### config.mk
export PLATFORM = sky130hd
export DESIGN_NAME = memory_game_ctrl
export DESIGN_NICKNAME = d
export VERILOG_FILES = /design/src/rtl/game_pkg.sv /design/src/rtl/pattern_rom.sv /design/src/rtl/memory_game_ctrl.sv
export SDC_FILE = /design/constraint.sdc
export NUM_CORES = 1
export LEC_CHECK = 0
export BUFFER_PORTS_ARGS = -buffer_cell sky130_fd_sc_hd__buf_2
export CAP_MARGIN = 30
export CORE_UTILIZATION = 60
export CTS_CLUSTER_DIAMETER = 150
export CTS_CLUSTER_SIZE = 20
export DETAILED_ROUTE_END_ITERATION = 7
export PLACE_DENSITY = 0.82
export SYNTH_ARGS = -nofsm -noshare
export SYNTH_HDL_FRONTEND = slang
export SYNTH_SLANG_ARGS = --single-unit
### constraint.sdc
create_clock -name clk -period 8.1 [get_ports clk]
set_clock_uncertainty 0.05 [all_clocks]
set_input_delay 1.62 -clock clk [delete_from_list [all_inputs] [get_ports clk]]
set_output_delay 1.62 -clock clk [all_outputs]
set_load 0.05 [all_outputs]
### src/rtl/game_pkg.sv
// Shared types and helpers for the LED memory game sequencer:
// FSM state encoding, pattern lengths and LED encodings.
package game_pkg;

  typedef enum logic [2:0] {
    ST_IDLE  = 3'd0,
    ST_SHOW  = 3'd1,
    ST_GAP   = 3'd2,
    ST_INPUT = 3'd3,
    ST_DONE  = 3'd4
  } state_t;

  localparam logic [3:0] LEN_TC1 = 4'd8;
  localparam logic [3:0] LEN_TC2 = 4'd5;
  localparam logic [3:0] LEN_TC3 = 4'd3;

  function automatic logic [9:0] score_led(input logic [1:0] score);
    logic [9:0] pat;
    case (score)
      2'd0:    pat = 10'h000;
      2'd1:    pat = 10'h200;
      2'd2:    pat = 10'h2AA;
      2'd3:    pat = 10'h3FF;
      default: pat = 10'h000;
    endcase
    return pat;
  endfunction

  // Digits above 9 have no LED and light nothing.
  function automatic logic [9:0] digit_onehot(input logic [3:0] d);
    logic [9:0] pat;
    if (d <= 4'd9) begin
      pat = 10'd1 << d;
    end else begin
      pat = 10'd0;
    end
    return pat;
  endfunction

  function automatic logic [3:0] pattern_len(input logic [1:0] tc);
    logic [3:0] len;
    case (tc)
      2'd1:    len = LEN_TC1;
      2'd2:    len = LEN_TC2;
      2'd3:    len = LEN_TC3;
      default: len = 4'd0;
    endcase
    return len;
  endfunction

endpackage

### src/rtl/pattern_rom.sv
// Fixed digit patterns of the memory game, looked up by testcase and position.
// Purely combinational; `last` marks the final digit of a pattern.
module pattern_rom (
  input  logic [1:0] testcase,
  input  logic [2:0] idx,
  output logic [3:0] digit,
  output logic       last
);

  // Pattern table lookup
  always_comb begin
    digit = 4'd0;
    last  = 1'b0;
    case (testcase)
      2'd3: begin
        case (idx)
          3'd0:    digit = 4'd9;
          3'd1:    digit = 4'd2;
          3'd2:    begin digit = 4'd7; last = 1'b1; end
          default: digit = 4'd0;
        endcase
      end
      2'd2: begin
        case (idx)
          3'd0:    digit = 4'd0;
          3'd1:    digit = 4'd4;
          3'd2:    digit = 4'd1;
          3'd3:    digit = 4'd3;
          3'd4:    begin digit = 4'd2; last = 1'b1; end
          default: digit = 4'd0;
        endcase
      end
      2'd1: begin
        case (idx)
          3'd0:    digit = 4'd1;
          3'd1:    digit = 4'd9;
          3'd2:    digit = 4'd4;
          3'd3:    digit = 4'd2;
          3'd4:    digit = 4'd0;
          3'd5:    digit = 4'd8;
          3'd6:    digit = 4'd7;
          3'd7:    begin digit = 4'd5; last = 1'b1; end
          default: digit = 4'd0;
        endcase
      end
      default: begin
        digit = 4'd0;
        last  = 1'b0;
      end
    endcase
  end

endmodule

### src/rtl/memory_game_ctrl.sv
// LED memory game sequencer: replays a pattern on the LED bar, checks the
// player's key entries against it and keeps a saturating round score.
module memory_game_ctrl
  import game_pkg::*;
#(
  parameter int SHOW_CYCLES    = 16,
  parameter int GAP_CYCLES     = 4,
  parameter int TIMEOUT_CYCLES = 255
) (
  input  logic       clk,
  input  logic       reset,
  input  logic [1:0] testcase,
  input  logic       start,
  input  logic       key_valid,
  input  logic [3:0] key_digit,
  output logic [9:0] led,
  output logic [1:0] score,
  output logic       busy,
  output logic       is_finish,
  output logic       pass,
  output logic       fail
);

  localparam int MAX_SG = (SHOW_CYCLES > GAP_CYCLES) ? SHOW_CYCLES : GAP_CYCLES;
  localparam int MAX_CNT = (MAX_SG > TIMEOUT_CYCLES) ? MAX_SG : TIMEOUT_CYCLES;
  localparam int TW = (MAX_CNT > 1) ? $clog2(MAX_CNT) : 1;
  localparam logic [TW-1:0] SHOW_LAST = TW'(SHOW_CYCLES - 1);
  localparam logic [TW-1:0] GAP_LAST  = TW'(GAP_CYCLES - 1);
  localparam logic [TW-1:0] TO_LAST   = TW'(TIMEOUT_CYCLES - 1);

  state_t        state_r;
  logic [1:0]    tc_r;
  logic [2:0]    idx_r;
  logic [TW-1:0] timer_r;
  logic [9:0]    led_r;
  logic [1:0]    score_r;
  logic          busy_r;
  logic          is_finish_r;
  logic          pass_r;
  logic          fail_r;

  logic [1:0] rom_tc_s;
  logic [2:0] rom_idx_s;
  logic [3:0] rom_digit_s;
  logic       rom_last_s;
  logic       show_last_s;
  logic       key_ok_s;
  logic [1:0] score_inc_s;

  // ROM address: the incoming testcase at start, the upcoming digit at the end of a gap
  always_comb begin
    if (state_r == ST_IDLE) begin
      rom_tc_s  = testcase;
      rom_idx_s = 3'd0;
    end else if (state_r == ST_GAP) begin
      rom_tc_s  = tc_r;
      rom_idx_s = idx_r + 3'd1;
    end else begin
      rom_tc_s  = tc_r;
      rom_idx_s = idx_r;
    end
  end

  pattern_rom u_rom (
    .testcase (rom_tc_s),
    .idx      (rom_idx_s),
    .digit    (rom_digit_s),
    .last     (rom_last_s)
  );

  assign show_last_s = ({1'b0, idx_r} == (pattern_len(tc_r) - 4'd1));
  assign key_ok_s    = (key_digit <= 4'd9) && (key_digit == rom_digit_s);
  assign score_inc_s = (score_r == 2'd3) ? 2'd3 : (score_r + 2'd1);

  // Round sequencer with registered outputs
  always_ff @(posedge clk) begin
    if (reset) begin
      state_r     <= ST_IDLE;
      tc_r        <= 2'd0;
      idx_r       <= 3'd0;
      timer_r     <= '0;
      led_r       <= 10'd0;
      score_r     <= 2'd0;
      busy_r      <= 1'b0;
      is_finish_r <= 1'b0;
      pass_r      <= 1'b0;
      fail_r      <= 1'b0;
    end else begin
      is_finish_r <= 1'b0;
      case (state_r)
        ST_IDLE: begin
          if (start && (testcase != 2'd0)) begin
            tc_r    <= testcase;
            idx_r   <= 3'd0;
            timer_r <= '0;
            pass_r  <= 1'b0;
            fail_r  <= 1'b0;
            busy_r  <= 1'b1;
            led_r   <= digit_onehot(rom_digit_s);
            state_r <= ST_SHOW;
          end else begin
            led_r <= (testcase == 2'd0) ? score_led(score_r) : 10'd0;
          end
        end
        ST_SHOW: begin
          if (timer_r == SHOW_LAST) begin
            timer_r <= '0;
            led_r   <= 10'd0;
            state_r <= ST_GAP;
          end else begin
            timer_r <= timer_r + 1'b1;
          end
        end
        ST_GAP: begin
          if (timer_r == GAP_LAST) begin
            timer_r <= '0;
            if (show_last_s) begin
              idx_r   <= 3'd0;
              state_r <= ST_INPUT;
            end else begin
              idx_r   <= idx_r + 3'd1;
              led_r   <= digit_onehot(rom_digit_s);
              state_r <= ST_SHOW;
            end
          end else begin
            timer_r <= timer_r + 1'b1;
          end
        end
        // A key on the timeout boundary cycle is still judged as a key
        ST_INPUT: begin
          if (key_valid) begin
            if (key_ok_s) begin
              idx_r   <= idx_r + 3'd1;
              timer_r <= '0;
              if (rom_last_s) begin
                pass_r      <= 1'b1;
                is_finish_r <= 1'b1;
                state_r     <= ST_DONE;
              end
            end else begin
              fail_r      <= 1'b1;
              is_finish_r <= 1'b1;
              state_r     <= ST_DONE;
            end
          end else if (timer_r == TO_LAST) begin
            fail_r      <= 1'b1;
            is_finish_r <= 1'b1;
            state_r     <= ST_DONE;
          end else begin
            timer_r <= timer_r + 1'b1;
          end
        end
        ST_DONE: begin
          if (pass_r) begin
            score_r <= score_inc_s;
          end
          led_r   <= (testcase == 2'd0) ? score_led(pass_r ? score_inc_s : score_r) : 10'd0;
          idx_r   <= 3'd0;
          timer_r <= '0;
          busy_r  <= 1'b0;
          state_r <= ST_IDLE;
        end
        default: begin
          led_r   <= 10'd0;
          busy_r  <= 1'b0;
          state_r <= ST_IDLE;
        end
      endcase
    end
  end

  assign led       = led_r;
  assign score     = score_r;
  assign busy      = busy_r;
  assign is_finish = is_finish_r;
  assign pass      = pass_r;
  assign fail      = fail_r;

endmodule
=== Yosys cells after proc, flatten, opt, wreduce, memory -nomap -nowiden ===
Cells that the tools add are included.

* Output and inout bits: 16
* Register bits: 32

* Add/subtract/negate cells: 4
* Mux-type cells: 61
* Reductions and logical operators: 21
* Bitwise gates (word level): 2
* Shift operators: 1
* Equal/unequal tests: 40
* Magnitude comparators: 2

{| class="wikitable"
|+ Operators with widths
! operator !! number
|-
| $pmux W10 S4 || 2
|-
| $mux W10 || 7
|-
| $pmux W10 S5 || 1
|-
| $mux W8 || 6
|-
| $mux W3 || 14
|-
| $pmux W8 S5 || 1
|-
| $pmux W3 S4 || 3
|-
| $pmux W4 S3 || 3
|-
| $pmux W4 S8 || 1
|-
| $eq A2 B2 Y1 const B || 8
|-
| $eq A3 B3 Y1 const B || 5
|-
| $mux W1 || 15
|-
| $reduce_and A5 Y1 || 3
|-
| $eq A3 B2 Y1 const B || 4
|-
| $ne A3 B3 Y1 const B || 4
|-
| $reduce_and A4 Y1 || 3
|-
| $ne A2 B2 Y1 const B || 5
|-
| $shl A1 B4 Y10 const A || 1
|-
| $add A8 B1 Y8 const B || 1
|-
| $eq A2 B1 Y1 const B || 4
|-
| $eq A8 B2 Y1 const B || 1
|-
| $eq A8 B4 Y1 const B || 1
|-
| $eq A8 B8 Y1 const B || 1
|-
| $le A4 B4 Y1 const B || 2
|-
| 21 further kinds || 35
|}

=== Longest topological paths before layout ===
Gate-level depths: netlist of run 1.

* Word-level depth: 11
* Mapped depth: 10
* Depth with buffers taken out: 9

=== Cells and area by module ===
A second synthesis of run 1 with hierarchy kept.

* Cell total of the unflattened synthesis: 263
* Area, all modules: 2088.3 um2

{| class="wikitable"
|+ Modules (own cells, without submodules)
! module !! times used !! seq. area each (um2) !! cells each !! area an instance (um2)
|-
| memory_game_ctrl || 1 || 640.6 || 238 || 1890.6
|-
| pattern_rom || 1 || 0.0 || 25 || 197.7
|}

=== Least setup slack after synthesis of run 1 ===
No wires, ideal clock.

* Path kind: input-to-reg
* From: input port testcase[1]
* To: register is_finish_r, in the netlist is_finish
* Library setup time: 115 ps
* Data arrival time: 3808 ps
* Path slack: 4126 ps
* Path buffers: 0
* Cell stages on the path: 8
* Required time: 7935 ps
* Cells stage by stage: or4b_1 o32ai_1 a221oi_2 o21a_1 a2111o_1 or2_1 or4_4 and3_1

* Cells in the longest elaborated chain, start to end: 7

{| class="wikitable"
|+ Ends and longest elaborated chain
! item !! RTL line !! RTL
|-
| start: declaration || memory_game_ctrl.sv:12 || <nowiki>input logic [1:0] testcase,</nowiki>
|-
| $mux W2 (*) || memory_game_ctrl.sv:52 || <nowiki>if (state_r == ST_IDLE) begin</nowiki>
|-
| $eq A2 B1 Y1 / $eq A2 B2 Y1 (equally long branches) || pattern_rom.sv:14 || <nowiki>case (testcase)</nowiki>
|-
| $pmux W4 S3 || pattern_rom.sv:14 ||
|-
| $eq A4 B4 Y1 || memory_game_ctrl.sv:72 || <nowiki>assign key_ok_s = (key_digit <= 4'd9) && (key_digit == rom_digit_s);</nowiki>
|-
| $logic_and A1 B1 Y1 || memory_game_ctrl.sv:72 ||
|-
| $mux W1 (*) || memory_game_ctrl.sv:132 || <nowiki>if (key_ok_s) begin</nowiki>
|-
| $mux W1 (*) || memory_game_ctrl.sv:131 || <nowiki>if (key_valid) begin</nowiki>
|-
| end signal: assignment || memory_game_ctrl.sv:85 || <nowiki>is_finish_r <= 1'b0;</nowiki>
|-
| end signal: assignment || memory_game_ctrl.sv:137 || <nowiki>is_finish_r <= 1'b1;</nowiki>
|-
| end signal: assignment || memory_game_ctrl.sv:142 || <nowiki>is_finish_r <= 1'b1;</nowiki>
|-
| end: declaration || memory_game_ctrl.sv:38 || <nowiki>logic is_finish_r;</nowiki>
|}

Mark *: on every way between the ends. The rest lies on a longest branch, timed or not.
A chain may end at the register's enable or synchronous reset.

=== Worst setup path after layout of run 1 ===
* From: input port testcase[1]
* To: register timer_r[4]

* Cells in the longest elaborated chain, start to end: 7

{| class="wikitable"
|+ Ends and longest elaborated chain
! item !! RTL line !! RTL
|-
| $mux W2 || memory_game_ctrl.sv:52 ||
|-
| $eq A2 B1 Y1 / $eq A2 B2 Y1 (equally long branches) || pattern_rom.sv:14 ||
|-
| $pmux W4 S3 || pattern_rom.sv:14 ||
|-
| $eq A4 B4 Y1 || memory_game_ctrl.sv:72 ||
|-
| $logic_and A1 B1 Y1 || memory_game_ctrl.sv:72 ||
|-
| $ne A3 B3 Y1 (no line) || - ||
|-
| $reduce_and A4 Y1 (no line) (*) || - ||
|-
| end signal: assignment || memory_game_ctrl.sv:111 || <nowiki>timer_r <= timer_r + 1'b1;</nowiki>
|-
| end signal: assignment || memory_game_ctrl.sv:126 || <nowiki>timer_r <= timer_r + 1'b1;</nowiki>
|-
| end signal: assignment || memory_game_ctrl.sv:150 || <nowiki>timer_r <= timer_r + 1'b1;</nowiki>
|-
| end: declaration || memory_game_ctrl.sv:34 || <nowiki>logic [TW-1:0] timer_r;</nowiki>
|}

Marked as above.

==> results of run 1 <==
stage by stage:
stage	util, %	worst slack, ps
after floorplan	-	4130
after global placement	65.6	3730
after CTS	68.4	3970
final	68.4	3900
after global routing	68.4	3740
after detailed placement	65.8	3680
cells by family after synthesis:
logic type | share of synthesized area, %
AOI/OAI and AO/OA | 31.6
xor gates and xnor gates | 0.769
adders and majority gates | 1.65
buffers and inverters | 4.39
DFF | 28.1
muxes | 4.01
and+or+nand+nor | 29.5
power groups by stage:
stage                     combinational, W  sequential, W  clock [W]
after floorplan                   0.000220       0.000207          0
after global placement            0.000270       0.000209          0
after detailed placement          0.000278       0.000210          0
after CTS                         0.000280       0.000207   0.000132
after global routing              0.000313       0.000212   0.000137
final                             0.000286       0.000208   0.000130
sequential cells by signal (all words and copies together) (netlist names), 2 cells and up:
| register | cells |
|---|---|
| timer_r | 8 |
| tc_r | 2 |
| score | 2 |
| state_r | 3 |
| led | 10 |
| idx_r | 3 |
final cells by class:
class,instances,area (um2),share of cell area (%)
multi-input combinational,236,1540,61.5
sequential,32,641,25.6
clock buffer,6,82.6,3.30
tap,48,60.1,2.40
inverter,10,37.5,1.50
timing repair buffer,26,133,5.30
clock inverter,2,10.0,0.400
per-layer routing:
metal | global-route usage [%] | wire (um) | vias to the layer above
li1 | - | - | 1160
met1 | 41.2 | 2760 | 1124
met2 | 51.6 | 2840 | 101
met3 | 4.89 | 317 | 14
met4 | 10.2 | 87 | 0
met5 | 0 | 0 | -
synthesized netlist by cell type (3+ instances only):
library cell,number,share of area [%]
inv_1,10,1.6
o211ai_1,7,2.3
a41oi_1,3,1.2
clkbuf_1,9,1.5
o31ai_1,3,0.99
nand2_1,23,3.8
a22o_1,3,1.2
a21oi_1,19,4.2
nor3_1,11,2.4
nor2_1,23,3.8
and3_1,7,1.9
nor2b_1,4,1.1
o21ai_0,19,4.2
ha_1,3,1.6
or3_1,3,0.82
a211oi_1,3,0.99
nor4_1,3,0.82
and2_1,3,0.82
nand4_1,5,1.4
buf_2,5,1.1
a22oi_1,3,0.99
o21a_1,9,3.0
nand3_1,8,1.8
a311oi_1,5,1.9
mux2i_1,8,3.5
nand3b_1,3,0.99
nand2b_1,8,2.2
a31oi_1,6,1.6
dfxtp_1,32,28
worst register-to-register path: cells and delay by family (launching register included):
kind / cells / cell delay, ps
flops: 1 / 840
compound gates: 6 / 2220
simple gates: 2 / 580
worst min path at each step:
stage / slack (ps) / endpoint / from / cells past startpoint
floorplan: 420 / timer_r[7]$_SDFFE_PP0P_ / timer_r[7]$_SDFFE_PP0P_ / 1
CTS: 410 / led[3]$_SDFFE_PP0P_ / led[3]$_SDFFE_PP0P_ / 2
detailed placement: 390 / led[3]$_SDFFE_PP0P_ / led[3]$_SDFFE_PP0P_ / 2
finish: 400 / led[3]$_SDFFE_PP0P_ / led[3]$_SDFFE_PP0P_ / 2
global route: 430 / led[3]$_SDFFE_PP0P_ / led[3]$_SDFFE_PP0P_ / 2
global placement: 380 / led[3]$_SDFFE_PP0P_ / led[3]$_SDFFE_PP0P_ / 2
==> reports/results.tsv, run 1 <==
stage	metric	value	unit
routing	ant_nets	0	
routing	routedWlPerCell	16.7	um
layout	final_cells	360	
synthesis	synth.distinct_cells	65	
pwr	switchingPower	0.000285	W
clocking	cts.sinks	32	
worst_setup_path	cp_cell_sequence	buf_2 > or4b_1 > o32ai_1 > a221oi_2 > o21a_1 > a2111o_1 > o31ai_1 > and2_1 > a311oi_1	
layout	num-nets-final	324	
synthesis	avgSynthCellArea	7.78	um2
worst_setup_path	cp_data_required_time	8190	ps
clocking	clock_latency	280	ps
worst_setup_path	setup.worst_path.class	input port to flip-flop	
global_routing	grt_usage	31.3	%
sta	finalSetupViolCount	0	
worst_setup_path	r2r_cells	8	
pwr	clockPowerShare	20.8	%
placed_design	dp_hpwl	4370	um
global_routing	overflow	0	
sta	tns	0	ps
run_status	outcome	finished, final reports clean	
worst_setup_path	cpMaxStageDelayCell	o31ai_1	
run	maxCapViolCount	0	
worst_setup_path	worstPathArrival	4280	ps
routing	drt-total-wl	6010	um
floorplanning	dieHeight	63.6	um
clocking	post_cts_resize_count	0	
worst_setup_path	crit_path_end_kind	flip-flop	
sta	finalCritPeriodShare	51.8	%
synthesis	synth_seq_cells	32	
worst_setup_path	crit_buf_inv	1	
floorplanning	rows	22	
clocking	cts-root-buf	clkbuf_8	
floorplanning	design.die.area	4050	um2
global_routing	grt_max_degree	33	
sta	rsz0062_at_grt	no	
synthesis	syn_inst	293	
sta	max_freq	0.238	GHz
floorplanning	num_io_pins	26	
pwr	total_power	0.000624	W
layout	final_cell_mix	32 x dfxtp_1, 25 x buf_2, 23 x nor2_1, 23 x nand2_1	
sta	slew_violations	0	
clocking	cts_tree	built	
pwr	p_seq_share	33.4	%
layout	drive_gt1_share	15.1	%
clocking	postCtsSetupBuffers	0	
worst_setup_path	crit_end	timer_r[4]$_SDFFE_PP0P_	
routing	viasPerCell	6.66	
worst_setup_path	slowest_delay	560	ps
pwr	ir_drop	165	uV
synthesis	syn_area	2280	um2
synthesis	synth-async-reset-ratio	0	%
placed_design	io_buffers	25	
worst_setup_path	critical_path.startpoint_type	input port	
layout	diodes	0	
layout	syn2layout_area_growth	9.77	%
worst_setup_path	rr_startpoint	state_r[0]$_SDFFE_PP0P_	
sta	tightest_slew	795	ps
placed_design	gp_congestion	0.952	
sta	slew_headroom	46.9	%
clocking	cts_hold_buf	0	
routing	drtIter0Drc	178	
pwr	power_density	249	nW/um2
worst_setup_path	ff2ff_setup_slack	4260	ps
clocking	htree_num_levels	2	
pwr	p_int	0.000339	W
pwr	p_leak	0.959	nW
layout	fillers	312	
placed_design	placed_area	2410	um2
worst_hold_path	worstHoldPathType	flip-flop to flip-flop	
global_routing	grt_pass1_vias	2143	
sta	hold_violations	0	
synthesis	ys_seq_area_share	28.1	%
worst_setup_path	startpoint	testcase[1]	
layout	layout_commonest_cell	dfxtp_1	
clocking	cts_max_path_buffers	2	
pwr	comb_power_share	45.8	%
routing	dr.pass1.iters	4	
routing	drc	0	
synthesis	ys_warn_count	0	
clocking	cts.clk_slew.worst_paths	80	ps
layout	final_cell_area	2500	um2
placed_design	dpl.cell_count	352	
routing	vias	2399	
worst_setup_path	worstPathMaxFanout	7	
global_routing	grt_pass1_wl	9960	um
synthesis	synth_edf_count	0	
floorplanning	start_util	62.3	%
sta	fin_crit	4200	ps
global_routing	antenna_found_initial	0	
sta	timing.hold.ws	400	ps
synthesis	synth_ff_type	dfxtp_1	
synthesis	syn_nets	306	
worst_setup_path	r2r_end	timer_r[4]$_SDFFE_PP0P_	
worst_setup_path	cp_num_cells	9	
pwr	swShare	45.7	%
floorplanning	die_x	63.6	um
clocking	cts_made_buffers	5	
floorplanning	core_area	3660	um2
worst_setup_path	crit_family	compound AO/OA/AOI/OAI gates	
(Power assumes the default switching activity.)
==> inputs of run 2 (changes only) <==
- CORE_UTILIZATION: 60 -> 59
- PLACE_DENSITY: 0.82 -> 0.8
- clock period: 8.1 -> 3.87 ns (I/O delays scaled with it)
==> run 2 against run 1 <==
  * Design area is 2.1% higher
  * Sequential cell count unchanged
  * Worst setup slack worse by 3500 ps
  * Count of clock-buffer cells in the layout stayed put
  * Utilization increased by 0.91 points
  * First-iteration DRC count increased by 52%
  * Sequential power is 96% higher
  * Wire length shrank 0.12%
  * Sequential share of layout area is 0.53 points lower
==> reports/results.tsv, run 2 (synthesis gave the netlist of run 1 again) <==
stage	metric	value	unit	change
placed_design	gp_congestion	0.917		was 0.952
run	maxCapViolCount	0		unchanged
layout	drive_gt1_share	16.1	%	was 15.1%
floorplanning	dieHeight	64.2	um	was 63.6 um
pwr	ir_drop	422	uV	was 165 uV
routing	ant_nets	0		unchanged
floorplanning	die_x	64.2	um	was 63.6 um
worst_setup_path	rr_startpoint	idx_r[0]$_SDFFE_PP0P_		was state_r[0]$_SDFFE_PP0P_
worst_setup_path	crit_end	is_finish$_SDFF_PP0_		was timer_r[4]$_SDFFE_PP0P_
clocking	htree_num_levels	2		unchanged
worst_setup_path	setup.worst_path.class	flip-flop to flip-flop		was input port to flip-flop
placed_design	place_ws	371	ps	was 3680 ps
clocking	cts-root-buf	clkbuf_8		unchanged
layout	diodes	0		unchanged
layout	fillers	329		was 312
global_routing	grt_usage	31.2	%	was 31.3%
routing	drc	0		unchanged
worst_setup_path	crit_path_end_kind	flip-flop		unchanged
sta	timing.hold.ws	407	ps	was 400 ps
clocking	cts_tree	built		unchanged
routing	dr.pass1.iters	4		unchanged
worst_setup_path	cp_data_required_time	4000	ps	was 8190 ps
clocking	cts.clk_slew.worst_paths	70	ps	was 80 ps
routing	drtIter0Drc	271		was 178
worst_setup_path	r2r_end	is_finish$_SDFF_PP0_		was timer_r[4]$_SDFFE_PP0P_
floorplanning	start_util	61.8	%	was 62.3%
clocking	cts_max_path_buffers	2		unchanged
sta	rsz0062_at_grt	no		unchanged
worst_setup_path	critical_path.startpoint_type	flip-flop		was input port
routing	viasPerCell	6.52		was 6.66
sta	fin_ws	417	ps	was 3900 ps
worst_setup_path	worstPathMaxFanout	9		was 7
pwr	power_density	534	nW/um2	was 249 nW/um2
sta	fin_crit	3450	ps	
worst_setup_path	r2r_cells	9		was 8
floorplanning	num_io_pins	26		unchanged
floorplanning	core_area	3690	um2	was 3660 um2
placed_design	io_buffers	25		unchanged
sta	tns	0	ps	unchanged
sta	finalCritPeriodShare	89.2	%	
sta	tightest_slew	590	ps	was 795 ps
clocking	post_cts_resize_count	0		unchanged
sta	max_freq	0.290	GHz	
pwr	p_leak	0.988	nW	was 0.959 nW
layout	syn2layout_area_growth	12.1	%	was 9.77%
layout	layout_commonest_cell	dfxtp_1		unchanged
worst_setup_path	worstPathArrival	3580	ps	was 4280 ps
sta	finalSetupViolCount	0		unchanged
global_routing	grt_max_degree	33		unchanged
floorplanning	design.die.area	4120	um2	was 4050 um2
global_routing	grt_pass1_wl	10200	um	was 9960 um
global_routing	overflow	0		unchanged
clocking	postCtsSetupBuffers	0		unchanged
pwr	total_power	0.00136	W	was 0.000624 W
clocking	cts_made_buffers	5		unchanged
sta	slew_headroom	60.6	%	was 46.9%
clocking	cts.sinks	32		unchanged
layout	num-nets-final	329		was 324
run_status	outcome	finished, final reports clean		unchanged
worst_setup_path	startpoint	idx_r[0]$_SDFFE_PP0P_		was testcase[1]
clocking	clock_latency	290	ps	was 280 ps
routing	drt-total-wl	6010	um	about the same
sta	hold_violations	0		unchanged
routing	vias	2380		was 2399
routing	routedWlPerCell	16.5	um	was 16.7 um
sta	slew_violations	0		unchanged
floorplanning	rows	22		unchanged
clocking	cts_hold_buf	0		unchanged
worst_hold_path	worstHoldPathType	flip-flop to flip-flop		unchanged
layout	largest_reg_flops	10		unchanged
global_routing	grt_pass1_vias	2194		was 2143
placed_design	dp_hpwl	4420	um	was 4370 um
layout	final_cell_mix	32 x dfxtp_1, 25 x buf_2, 23 x nor2_1, 23 x nand2_1		unchanged
global_routing	antenna_found_initial	0		unchanged
worst_setup_path	ff2ff_setup_slack	420	ps	was 4260 ps
[run 2: cell types whose count changed in the layout (fill, tap and decap cells not counted)]
cell       previous run  this run
clkinv_2              2         1
bufinv_16             0         1
clkbuf_8              6         5
clkbuf_1              0         1
buf_4                 1         6
[run 2: cell type report]
| type | instances | area [um2] | share of cell area, % |
|---|---|---|---|
| sequential | 32 | 641 | 25.1 |
| tap | 48 | 60.1 | 2.35 |
| inverter | 10 | 37.5 | 1.47 |
| clock buffer | 6 | 72.6 | 2.84 |
| clock inverter | 2 | 35.0 | 1.37 |
| timing repair buffer | 31 | 170 | 6.66 |
| multi-input combinational | 236 | 1540 | 60.2 |
[run 2: worst max-delay path, cell delays in order (launching register included)]
cell and delay (ps):
dfxtp_1 490, ha_1 330, and3b_1 230, a221oi_2 360, o21a_1 210, o211ai_1 190
a2111o_1 530, or2_1 230, or4_4 550, and3_1 190
[run 2: power breakdown]
part	internal (W)	switching, W
Clock	0.000191	0.000125
Combinational	0.000224	0.000418
Sequential	0.000360	0.0000480
Total	0.000774	0.000590
[run 2: metrics by stage]
stage               util (%)  instances  cell area (um2)
finish                  69.3        365             2550
global route            69.3        365             2550
CTS                     69.3        365             2550
detailed placement      66.4        357             2450
global placement        66.4        357             2450
floorplan                  -        293             2280
[run 2: how the worst min path moves through the flow]
stage	cells past startpoint	end	start
2_1_floorplan	1	timer_r[7]$_SDFFE_PP0P_	timer_r[7]$_SDFFE_PP0P_
3_3_place_gp	2	led[7]$_SDFFE_PP0P_	led[7]$_SDFFE_PP0P_
3_5_place_dp	2	led[3]$_SDFFE_PP0P_	led[3]$_SDFFE_PP0P_
4_1_cts	2	led[3]$_SDFFE_PP0P_	led[3]$_SDFFE_PP0P_
5_1_grt	2	led[0]$_SDFFE_PP0P_	led[0]$_SDFFE_PP0P_
6_report	2	led[3]$_SDFFE_PP0P_	led[3]$_SDFFE_PP0P_
[run 2: per-layer routing]
| metal | global-route usage [%] | up-vias | wire [um] |
|---|---|---|---|
| li1 | - | 1175 | - |
| met1 | 40.9 | 1114 | 2730 |
| met2 | 53.3 | 86 | 2900 |
| met3 | 4.82 | 5 | 335 |
| met4 | 7.78 | 0 | 44 |
| met5 | 0 | - | 0 |
==> inputs of run 3 (changes only) <==
- CORE_ASPECT_RATIO: not set -> 1.5
==> run 3 against run 2 <==
  * Register-to-register slack got worse by 110 ps
  * Hold slack improved by 9.9 ps
  * Fmax decreased by 3.2%
  * Die area increased by 0.13%
  * Cell count decreased by 1.6%
  * Combinational power decreased by 3%
  * Worst setup slack got worse by 110 ps
  * Power increased by 2.9%
  * Via count decreased by 0.21%
  * Highest routed layer unchanged
==> reports/results.tsv, run 3 (synthesis gave the netlist of run 1 again) <==
stage	metric	value	unit	change
layout	fillers	335		was 329
routing	viasPerCell	6.62		was 6.52
routing	vias	2375		was 2380
sta	tns	0	ps	unchanged
floorplanning	dieHeight	78.1	um	was 64.2 um
sta	finalCritPeriodShare	92.2	%	was 89.2%
sta	tightest_slew	762	ps	was 590 ps
layout	largest_reg_flops	10		unchanged
sta	timing.hold.ws	417	ps	was 407 ps
clocking	cts_hold_buf	0		unchanged
sta	max_freq	0.280	GHz	was 0.290 GHz
worst_setup_path	setup.worst_path.class	flip-flop to flip-flop		unchanged
run	maxCapViolCount	0		unchanged
global_routing	grt_pass1_wl	9970	um	was 10200 um
run_status	outcome	finished, final reports clean		unchanged
worst_setup_path	cp_data_required_time	4040	ps	was 4000 ps
sta	rsz0062_at_grt	no		unchanged
layout	layout_commonest_cell	dfxtp_1		unchanged
placed_design	gp_congestion	0.978		was 0.917
floorplanning	design.die.area	4120	um2	about the same
sta	fin_crit	3570	ps	was 3450 ps
layout	final_cell_mix	32 x dfxtp_1, 25 x buf_2, 23 x nor2_1, 23 x nand2_1		unchanged
clocking	cts_tree	built		unchanged
global_routing	grt_max_degree	33		unchanged
global_routing	grtUsageMet1	36.8	%	was 40.9%
routing	drc	0		unchanged
sta	finalSetupViolCount	0		unchanged
layout	multi_input_area	1540	um2	unchanged
floorplanning	start_util	61.9	%	was 61.8%
routing	drtIter0Drc	117		was 271
worst_setup_path	cpMaxStageDelayCell	dfxtp_1		was or4_4
layout	syn2layout_area_growth	12.3	%	was 12.1%
floorplanning	rows	27		was 22
layout	num-nets-final	328		was 329
worst_hold_path	worstHoldPathType	flip-flop to flip-flop		unchanged
routing	ant_nets	0		unchanged
routing	routedWlPerCell	17.5	um	was 16.5 um
worst_setup_path	critical_path.startpoint_type	flip-flop		unchanged
worst_setup_path	worstPathArrival	3730	ps	was 3580 ps
clocking	cts_max_path_buffers	2		unchanged
sta	slew_headroom	49.1	%	was 60.6%
worst_setup_path	cp_cell_sequence	o21ai_0 > a211oi_1 > a221oi_2 > o21a_1 > a2111o_1 > or2_1 > or4_4 > a311oi_2		was ha_1 > and3b_1 > a221oi_2 > o21a_1 > o211ai_1 > a2111o_1 > or2_1 > or4_4 > and3_1
clocking	post_cts_resize_count	0		unchanged
clocking	cts.sinks	32		unchanged
floorplanning	core_area	3680	um2	was 3690 um2
global_routing	met2_usage	56.8	%	was 53.3%
sta	slew_violations	0		unchanged
clocking	cts_made_buffers	5		unchanged
routing	dr.pass1.iters	4		unchanged
layout	drive_gt1_share	16.1	%	about the same
sta	hold_violations	0		unchanged
clocking	postCtsSetupBuffers	0		unchanged
layout	seq_area	641	um2	unchanged
pwr	p_leak	0.991	nW	was 0.988 nW
global_routing	grt_pass1_vias	2140		was 2194
global_routing	grtUsageMet3	5.23	%	was 4.82%
worst_setup_path	worstPathMaxFanout	25		was 9
worst_setup_path	slowest_delay	820	ps	was 550 ps
placed_design	dp_hpwl	4670	um	was 4420 um
global_routing	top_usage_layer	met2		unchanged
floorplanning	num_io_pins	26		unchanged
worst_setup_path	crit_buf_inv	0		unchanged
global_routing	overflow	0		unchanged
routing	drt-total-wl	6270	um	was 6010 um
layout	diodes	0		unchanged
pwr	power_density	548	nW/um2	was 534 nW/um2
clocking	cts-root-buf	clkbuf_8		unchanged
worst_setup_path	crit_path_end_kind	flip-flop		unchanged
clocking	cts.clk_slew.worst_paths	70	ps	about the same
worst_setup_path	crit_family	compound AO/OA/AOI/OAI gates		unchanged
pwr	ir_drop	362	uV	was 422 uV
global_routing	antenna_found_initial	0		unchanged
clocking	htree_num_levels	2		unchanged
global_routing	grt_usage	32.5	%	was 31.2%
placed_design	io_buffers	25		unchanged
floorplanning	die_x	52.8	um	was 64.2 um
clocking	clock_latency	300	ps	was 290 ps
[run 3: cell count changes in the layout (fill, tap and decap cells not counted), sizes merged]
cell / previous run / this run
clkinv: 1 / 0
buf: 31 / 30
clkbuf: 6 / 7
[run 3: power by group]
group	leakage (nW)	switching [W]	internal, W
logic	0.668	0.000410	0.000214
clock network	0.0645	0.000139	0.000227
registers	0.259	0.0000544	0.000360
[run 3: cell type report]
class                      count  area share, %
sequential                    32           25.0
clock buffer                   7           3.76
multi-input combinational    236           60.1
timing repair buffer          30           6.35
inverter                      10           1.47
clock inverter                 1           1.17
tap                           43           2.10
[run 3: per-layer routing]
metal,share of wire (%),vias up
met3,4.4,17
met2,51,83
li1,-,1171
met1,41,1104
met5,0,-
met4,3.4,0
[run 3: metrics by stage]
stage | cells | setup slack, ps | cell area [um2] | total power (W) | utilization, %
after floorplan | 293 | 742 | 2280 | 0.000892 | -
after global placement | 351 | 486 | 2430 | 0.00102 | 66.1
after detailed placement | 351 | 343 | 2430 | 0.00103 | 66.1
after CTS | 359 | 385 | 2560 | 0.00139 | 69.5
after global routing | 359 | 103 | 2560 | 0.00148 | 69.5
final | 359 | 303 | 2560 | 0.00140 | 69.5
[run 3: worst paths after layout]
check                                             start                       to  slack, ps  cells after the start
worst min-delay path                led[0]$_SDFFE_PP0P_      led[0]$_SDFFE_PP0P_        420                      2
worst max-delay path            state_r[0]$_SDFFE_PP0P_  state_r[1]$_SDFFE_PP0P_        300                      8
worst max register to register  state_r[0]$_SDFFE_PP0P_  state_r[1]$_SDFFE_PP0P_        300                      8
worst min register to register      led[0]$_SDFFE_PP0P_      led[0]$_SDFFE_PP0P_        420                      2
[run 3: worst register-to-register path: stages (launching register included)]
cell,delay (ps)
dfxtp_1,820
o21ai_0,390
a211oi_1,550
a221oi_2,130
o21a_1,190
a2111o_1,340
or2_1,240
or4_4,550
a311oi_2,220
